`src/rtl/lcd_fb_arbiter.sv`:
```
// rtl/lcd_fb_arbiter.sv - single RAM port shared between panel scan-out and a host write FIFO
module lcd_fb_arbiter #(
    parameter int PIXEL_W    = 24,
    parameter int H_ACTIVE   = 480,
    parameter int V_ACTIVE   = 272,
    parameter int ADDR_W     = 17,
    parameter int FIFO_DEPTH = 4
) (
    input  logic               i_clk,
    input  logic               i_rst_n,
    input  logic               i_de,
    input  logic [8:0]         i_col,
    input  logic [8:0]         i_row,
    input  logic               i_host_valid,
    output logic               o_host_ready,
    input  logic [ADDR_W-1:0]  i_host_addr,
    input  logic [PIXEL_W-1:0] i_host_data,
    output logic [ADDR_W-1:0]  o_mem_addr,
    output logic               o_mem_we,
    output logic [PIXEL_W-1:0] o_mem_wdata,
    input  logic [PIXEL_W-1:0] i_mem_rdata,
    output logic               o_de,
    output logic [PIXEL_W-1:0] o_pixel,
    output logic               o_wr_drop
);

    localparam int                PTR_W     = $clog2(FIFO_DEPTH);
    localparam int                CNT_W     = PTR_W + 1;
    localparam logic [CNT_W-1:0]  FIFO_FULL = CNT_W'(FIFO_DEPTH);
    localparam logic [ADDR_W-1:0] FB_WORDS  = ADDR_W'(H_ACTIVE * V_ACTIVE);

    // Host write FIFO storage (no reset: validity is carried by the count)
    logic [ADDR_W-1:0]  fifo_addr_q [FIFO_DEPTH];
    logic [PIXEL_W-1:0] fifo_data_q [FIFO_DEPTH];

    logic [PTR_W-1:0] wr_ptr_q, wr_ptr_d;
    logic [PTR_W-1:0] rd_ptr_q, rd_ptr_d;
    logic [CNT_W-1:0] count_q, count_d;

    // RAM port registers
    logic [ADDR_W-1:0]  mem_addr_q, mem_addr_d;
    logic               mem_we_q, mem_we_d;
    logic [PIXEL_W-1:0] mem_wdata_q, mem_wdata_d;
    logic               wr_drop_q, wr_drop_d;

    // Display return path
    logic [2:0]         de_dly_q, de_dly_d;
    logic [PIXEL_W-1:0] pixel_q, pixel_d;

    logic               push;
    logic               pop;
    logic [ADDR_W-1:0]  head_addr;
    logic [PIXEL_W-1:0] head_data;
    logic               head_in_range;
    logic [ADDR_W-1:0]  row_ext;
    logic [ADDR_W-1:0]  col_ext;
    logic [ADDR_W-1:0]  scan_addr;

    assign o_host_ready  = (count_q != FIFO_FULL);
    assign push          = i_host_valid && o_host_ready;
    // The display owns the port whenever i_de is high; the FIFO only drains in blanking.
    assign pop           = !i_de && (count_q != '0);

    assign head_addr     = fifo_addr_q[rd_ptr_q];
    assign head_data     = fifo_data_q[rd_ptr_q];
    assign head_in_range = (head_addr < FB_WORDS);

    // Row stride of 480 = 512 - 32, so the address needs only shifts and adds.
    // Intermediate wrap at ADDR_W bits cancels out because the final sum fits.
    assign row_ext   = ADDR_W'(i_row);
    assign col_ext   = ADDR_W'(i_col);
    assign scan_addr = (row_ext << 9) - (row_ext << 5) + col_ext;

    // FIFO pointer and occupancy update
    always_comb begin
        wr_ptr_d = wr_ptr_q;
        rd_ptr_d = rd_ptr_q;
        count_d  = count_q;
        if (push) begin
            wr_ptr_d = wr_ptr_q + 1'b1;
        end
        if (pop) begin
            rd_ptr_d = rd_ptr_q + 1'b1;
        end
        case ({push, pop})
            2'b10:   count_d = count_q + 1'b1;
            2'b01:   count_d = count_q - 1'b1;
            default: count_d = count_q;
        endcase
    end

    // Port arbitration: scan read, host write, drop, or idle hold
    always_comb begin
        mem_addr_d  = mem_addr_q;
        mem_we_d    = 1'b0;
        mem_wdata_d = mem_wdata_q;
        wr_drop_d   = 1'b0;
        if (i_de) begin
            mem_addr_d = scan_addr;
        end else if (pop) begin
            if (head_in_range) begin
                mem_we_d    = 1'b1;
                mem_addr_d  = head_addr;
                mem_wdata_d = head_data;
            end else begin
                wr_drop_d = 1'b1;
            end
        end
    end

    // Latency-match de to the RAM read and blank the pixel outside the active area
    always_comb begin
        de_dly_d = {de_dly_q[1:0], i_de};
        pixel_d  = de_dly_q[1] ? i_mem_rdata : '0;
    end

    // FIFO storage write
    always_ff @(posedge i_clk) begin
        if (push) begin
            fifo_addr_q[wr_ptr_q] <= i_host_addr;
            fifo_data_q[wr_ptr_q] <= i_host_data;
        end
    end

    // State registers; reset empties the FIFO and silences the RAM port
    always_ff @(posedge i_clk or negedge i_rst_n) begin
        if (!i_rst_n) begin
            wr_ptr_q    <= '0;
            rd_ptr_q    <= '0;
            count_q     <= '0;
            mem_addr_q  <= '0;
            mem_we_q    <= 1'b0;
            mem_wdata_q <= '0;
            wr_drop_q   <= 1'b0;
            de_dly_q    <= '0;
            pixel_q     <= '0;
        end else begin
            wr_ptr_q    <= wr_ptr_d;
            rd_ptr_q    <= rd_ptr_d;
            count_q     <= count_d;
            mem_addr_q  <= mem_addr_d;
            mem_we_q    <= mem_we_d;
            mem_wdata_q <= mem_wdata_d;
            wr_drop_q   <= wr_drop_d;
            de_dly_q    <= de_dly_d;
            pixel_q     <= pixel_d;
        end
    end

    assign o_mem_addr  = mem_addr_q;
    assign o_mem_we    = mem_we_q;
    assign o_mem_wdata = mem_wdata_q;
    assign o_wr_drop   = wr_drop_q;
    assign o_de        = de_dly_q[2];
    assign o_pixel     = pixel_q;

endmodule

```
`config.mk`:
```
export PLATFORM = sky130hd
export DESIGN_NAME = lcd_fb_arbiter
export DESIGN_NICKNAME = d
export VERILOG_FILES = /design/src/rtl/lcd_fb_arbiter.sv
export SDC_FILE = /design/constraint.sdc
export NUM_CORES = 1
export LEC_CHECK = 0
export CORE_MARGIN = 8
export CORE_UTILIZATION = 55
export CTS_BUF_LIST = sky130_fd_sc_hd__clkbuf_16
export DETAILED_ROUTE_END_ITERATION = 8
export GPL_TIMING_DRIVEN = 1
export PLACE_DENSITY = 0.88
export SLEW_MARGIN = 40
export SYNTH_ARGS = -nofsm -noshare
export SYNTH_HDL_FRONTEND = slang
export SYNTH_SLANG_ARGS = --single-unit
```
`constraint.sdc`:
```
create_clock -name i_clk -period 5.8 [get_ports i_clk]
set_input_delay 1.45 -clock i_clk [delete_from_list [all_inputs] [get_ports i_clk]]
set_output_delay 1.45 -clock i_clk [all_outputs]
set_load 0.03 [all_outputs]
```
[Word-level counts from Yosys, hierarchy flattened]
Memories as Yosys holds them, arrays and structs flattened. A register that Yosys moved wholly into a read port is not among the register bits.
Cells that the tools add are included.
Storage, ports and cells
  logic and storage cells: 44
  register bits: 53
  output and inout bits: 69
  bits in writable memories: 164
  memories kept: 2
  bits of input ports: 87
Memories
  fifo_data_q: depth 4, bits a word 24, read ports 1, clocked after Yosys merged registers in 1, wr ports 1, line 34  | logic [PIXEL_W-1:0] fifo_data_q [FIFO_DEPTH];
  fifo_addr_q: depth 4, bits a word 17, read ports 1, clocked after Yosys merged registers in 0, wr ports 1, line 33  | logic [ADDR_W-1:0] fifo_addr_q [FIFO_DEPTH];
Operators by class
  $add $sub $neg: 6
  bitwise gates (word level): 1
  eq/ne operators: 3
  $lt $le $gt $ge: 1
  muxes and demuxes: 13
  reductions and logical operators: 10
Operators with widths (number)
  17-bit two-way mux: 3
  24-bit two-way mux: 1
  17-bit by 9-bit adder with 17-bit output: 1
  17-bit less-than comparator (second input constant): 1
  17-bit by 14-bit subtractor with 17-bit output: 1
  1-bit two-way mux: 8
  3-bit case mux with 2 select lines: 1
  2-bit nonzero test: 3
  2-bit by 1-bit adder with 2-bit output (second input constant): 2
  3-bit by 1-bit adder with 3-bit output (second input constant): 1
  3-bit != test (second input constant): 1
  3-bit AND reduction: 1
  3-bit nonzero test: 1
  3-bit by 1-bit subtractor with 3-bit output (second input constant): 1
  2-bit by 1-bit equality test with 1-bit output (second input constant): 1
  2-bit equality test (second input constant): 1
  1-bit logical AND: 2
  1-bit logical NOT: 2
  2-bit AND reduction: 1
  1-bit NOT: 1

[Depth between registers and ports, before layout]
An unclocked memory read counts as a cell.
  word-level depth: 5
  gate-level depth with buffers: 10
  mapped depth without buffers: 10

[Worst setup path before layout]
OpenSTA, ideal clock, no wires.
  kind: input -> register
  start point: in i_row[0]
  end point: reg mem_addr_q[9] (netlist: o_mem_addr[9])
  data required time: 5.673 ns
  stages: 8
  path slack: 2.846 ns
  setup time: 0.127 ns
  data arrival time: 2.827 ns
  buffers on the path: 0
  cell sequence: inv_1 ha_1 o21a_1 o21a_1 a21bo_2 xor2_1 a222oi_1 inv_1
On the way
  cells in the longest elaborated chain, start to end: 3
RTL lines
  start, declared: line 13  | input logic [8:0] i_row,
  17-bit by 14-bit subtractor with 17-bit output: line 72  | assign scan_addr = (row_ext << 9) - (row_ext << 5) + col_ext;
  17-bit by 9-bit adder with 17-bit output: line 72
  17-bit two-way mux: line 98  | if (i_de) begin
  end signal, assigned: line 141  | mem_addr_q <= mem_addr_d;
  end, declared: line 41  | logic [ADDR_W-1:0] mem_addr_q, mem_addr_d;
Every way passes these cells.
A chain may end at the register's enable or synchronous reset.

[Worst setup path in the final report]
  start point: reg count_q[0]
  end point: out o_host_ready
On the way
  cells in the longest elaborated chain, start to end: 1
RTL lines
  start, declared: line 38  | logic [CNT_W-1:0] count_q, count_d;
  start signal, assigned: line 140  | count_q <= count_d;
  3-bit != test: line 59  | assign o_host_ready = (count_q != FIFO_FULL);
  end, declared: line 15  | output logic o_host_ready,
Every way passes these cells.

==> run metrics <==
vias in the first global route just under 6000; design area 11900 sq um; sequential cell area fraction in the yosys report 73.2%; RSZ-0062 raised after global routing no; gpl congestion about 0.88; Via Count 5293; Worst Path Max Fanout 6; VDD IR max 0.000305 V; most common cell after layout, fill and taps aside edfxtp_1; DRT Pass-1 Iters 5; vias per cell 5.57; root buf cell clkbuf_16; most frequent cells in the layout edfxtp_1, clkdlybuf4s50_1, nand2_1; clk_lat worst skew ~0.51 ns; CTS tree built; max cap viols 0; Reg clk slew, reported paths 0.06 ns; asr flop ratio synth 32.0%; TritonCTS buffer count 25; Crit path required time about 4.4 ns; die height around 150 um; area delta synth->final 27.5%; drt wl/cell 21.6 um; syn avg cell area 17.0 sq um; std cell rows 47; Reg2Reg Setup Slack 2.56 ns; 1st-iter DRT viols between 300 and 400; prevailing post-synth register cell edfxtp_1; Die Width 146 um; antenna cells 0; Post-Syn Nets 652; Clock Path Buffers 3; final WL 20600 um; Power Density 485 nW/um^2; Port Buffer Count 155; slew margin rel. 52.5%; EDFF count, synth ~160; synthesized area 9360 sq um; Fill cells 1027; largest net degree at the start of global routing 78; worst hold path class register to register; final hold viol count 0; critical path class register to output pin; global-route wire length before repair 32800 um; DP HPWL 13000 um; Die ar. ~21000 sq um; Seq cells post-synth 241; Tmin final 3.40 ns; fmax roughly 0.3 GHz; Clock Skew 0.0137 ns; number of buffers added for setup after CTS 0; Pleak 4.53 nW; GRT Residual Overflow 0; Tightest Pin Transition 0.712 ns; DRC errors left 0; share of cells above drive strength 1 between 10% and 20%; initial antenna violation count 2; ANT nets after route 0; core box area 16600 sq um; final setup vio count 0; Yosys warnings 0; synthesized instance count 550; CTS sink count approximately 240; Nets around 800; CP Capture Type output pin; Tcrit/Tclk final 58.7%; initial core utilization 56.4%; Slew Viols, Final 0; GRT Total Usage 19.5%; count of hold-fix buffers inserted at cts 0; H-tree levels 1; TNS Setup 0 ns; status finished clean; Placement Cell Area 11100 sq um; synth unique cells 48; I/O pin total 156; CP arrival 1.95 ns; critical path startpoint category register; cts repair resizes 0
final timing paths:
check                                  end   startpoint  depth (start not counted)
setup / recovery              o_host_ready   count_q[0]                          3
hold / removal                 de_dly_q[1]  de_dly_q[0]                          0
setup reg to reg            o_mem_addr[16]  rd_ptr_q[0]                          8
hold reg to reg                de_dly_q[1]  de_dly_q[0]                          0
max in group asynchronous  o_mem_wdata[13]      i_rst_n                          2
min in group asynchronous   o_mem_addr[13]      i_rst_n                          1
worst max-delay path, cell delays in order, from the launching register on:
cell and delay [ns]:
dfrtp_1 0.38, inv_1 0.09, nand3_1 0.23, clkdlybuf4s50_1 0.75
cells in the mapped netlist (all sizes together), types with 2 or more instances:
library cell,n,area share (%)
mux2i,2,0.21
nor2,7,0.28
buf,7,0.66
xor2,4,0.37
clkbuf,16,0.64
o21ai,7,0.37
nor3,5,0.27
o221a,6,0.72
a31oi,2,0.13
ha,14,1.9
and2,26,1.8
a22oi,5,0.40
xnor2,9,0.84
a21oi,7,0.37
and3,5,0.33
a222oi,3,0.32
nand3,4,0.21
edfxtp,164,53
nand4,2,0.13
dfrtp,77,21
mux4,41,10
nand2b,5,0.33
nand2,90,3.6
inv,22,0.88
o21a,3,0.24
or2,2,0.16
through the flow:
step	cells	util (%)	hold slack, ns	power [W]	setup WS (ns)
3_5_place_dp	905	67.0	0.358	0.00429	2.08
2_1_floorplan	550	-	0.331	0.00361	2.85
4_1_cts	950	71.8	0.373	0.00584	2.37
3_3_place_gp	905	66.9	0.337	0.00421	2.24
6_report	951	71.9	0.382	0.00579	2.40
5_1_grt	951	71.9	0.372	0.00606	2.26
state kept, by name, indices dropped and copies added, names as in the netlist:
name	count
count_q	3
de_dly_q	3
fifo_addr_q	68
fifo_data_q	96
o_mem_addr	17
o_mem_wdata	24
o_mem_we	1
o_pixel	24
o_wr_drop	1
rd_ptr_q	2
wr_ptr_q	2
report_power, final:
| group | switching, W | leakage [nW] | internal [W] |
|---|---|---|---|
| clock | 0.000627 | 0.408 | 0.000916 |
| combinational | 0.000942 | 1.68 | 0.000775 |
| sequential | 0.000254 | 2.45 | 0.00227 |
cells by family after synthesis:
logic type	after synthesis	share of synthesized area, %
AO/OA/AOI/OAI	44	3.57
XOR/XNOR	13	1.22
adder cells (fa/ha/maj)	15	2.09
buffers and inverters	45	2.18
flip-flops	241	73.2
multiplexers	43	10.4
AND/OR/NAND/NOR	149	7.34
routing by layer:
metal	routed length [um]	share of wire (%)	global-route usage, %
met5	22	0.11	0
met2	10100	49	32.9
met1	8440	41	24.1
met4	416	2.0	5.46
met3	1610	7.8	5.59
layout make-up:
type	count	area [sq um]	area share, %
flip-flops and latches	241	6860	57.5
multi-input cells	264	2320	19.5
repair buffers	159	1600	13.4
clock buffers	25	626	5.25
well taps	220	275	2.31
clock inverters	20	171	1.44
inverters	22	82.6	0.692
No activity file was read; power rests on OpenSTA's default activity.
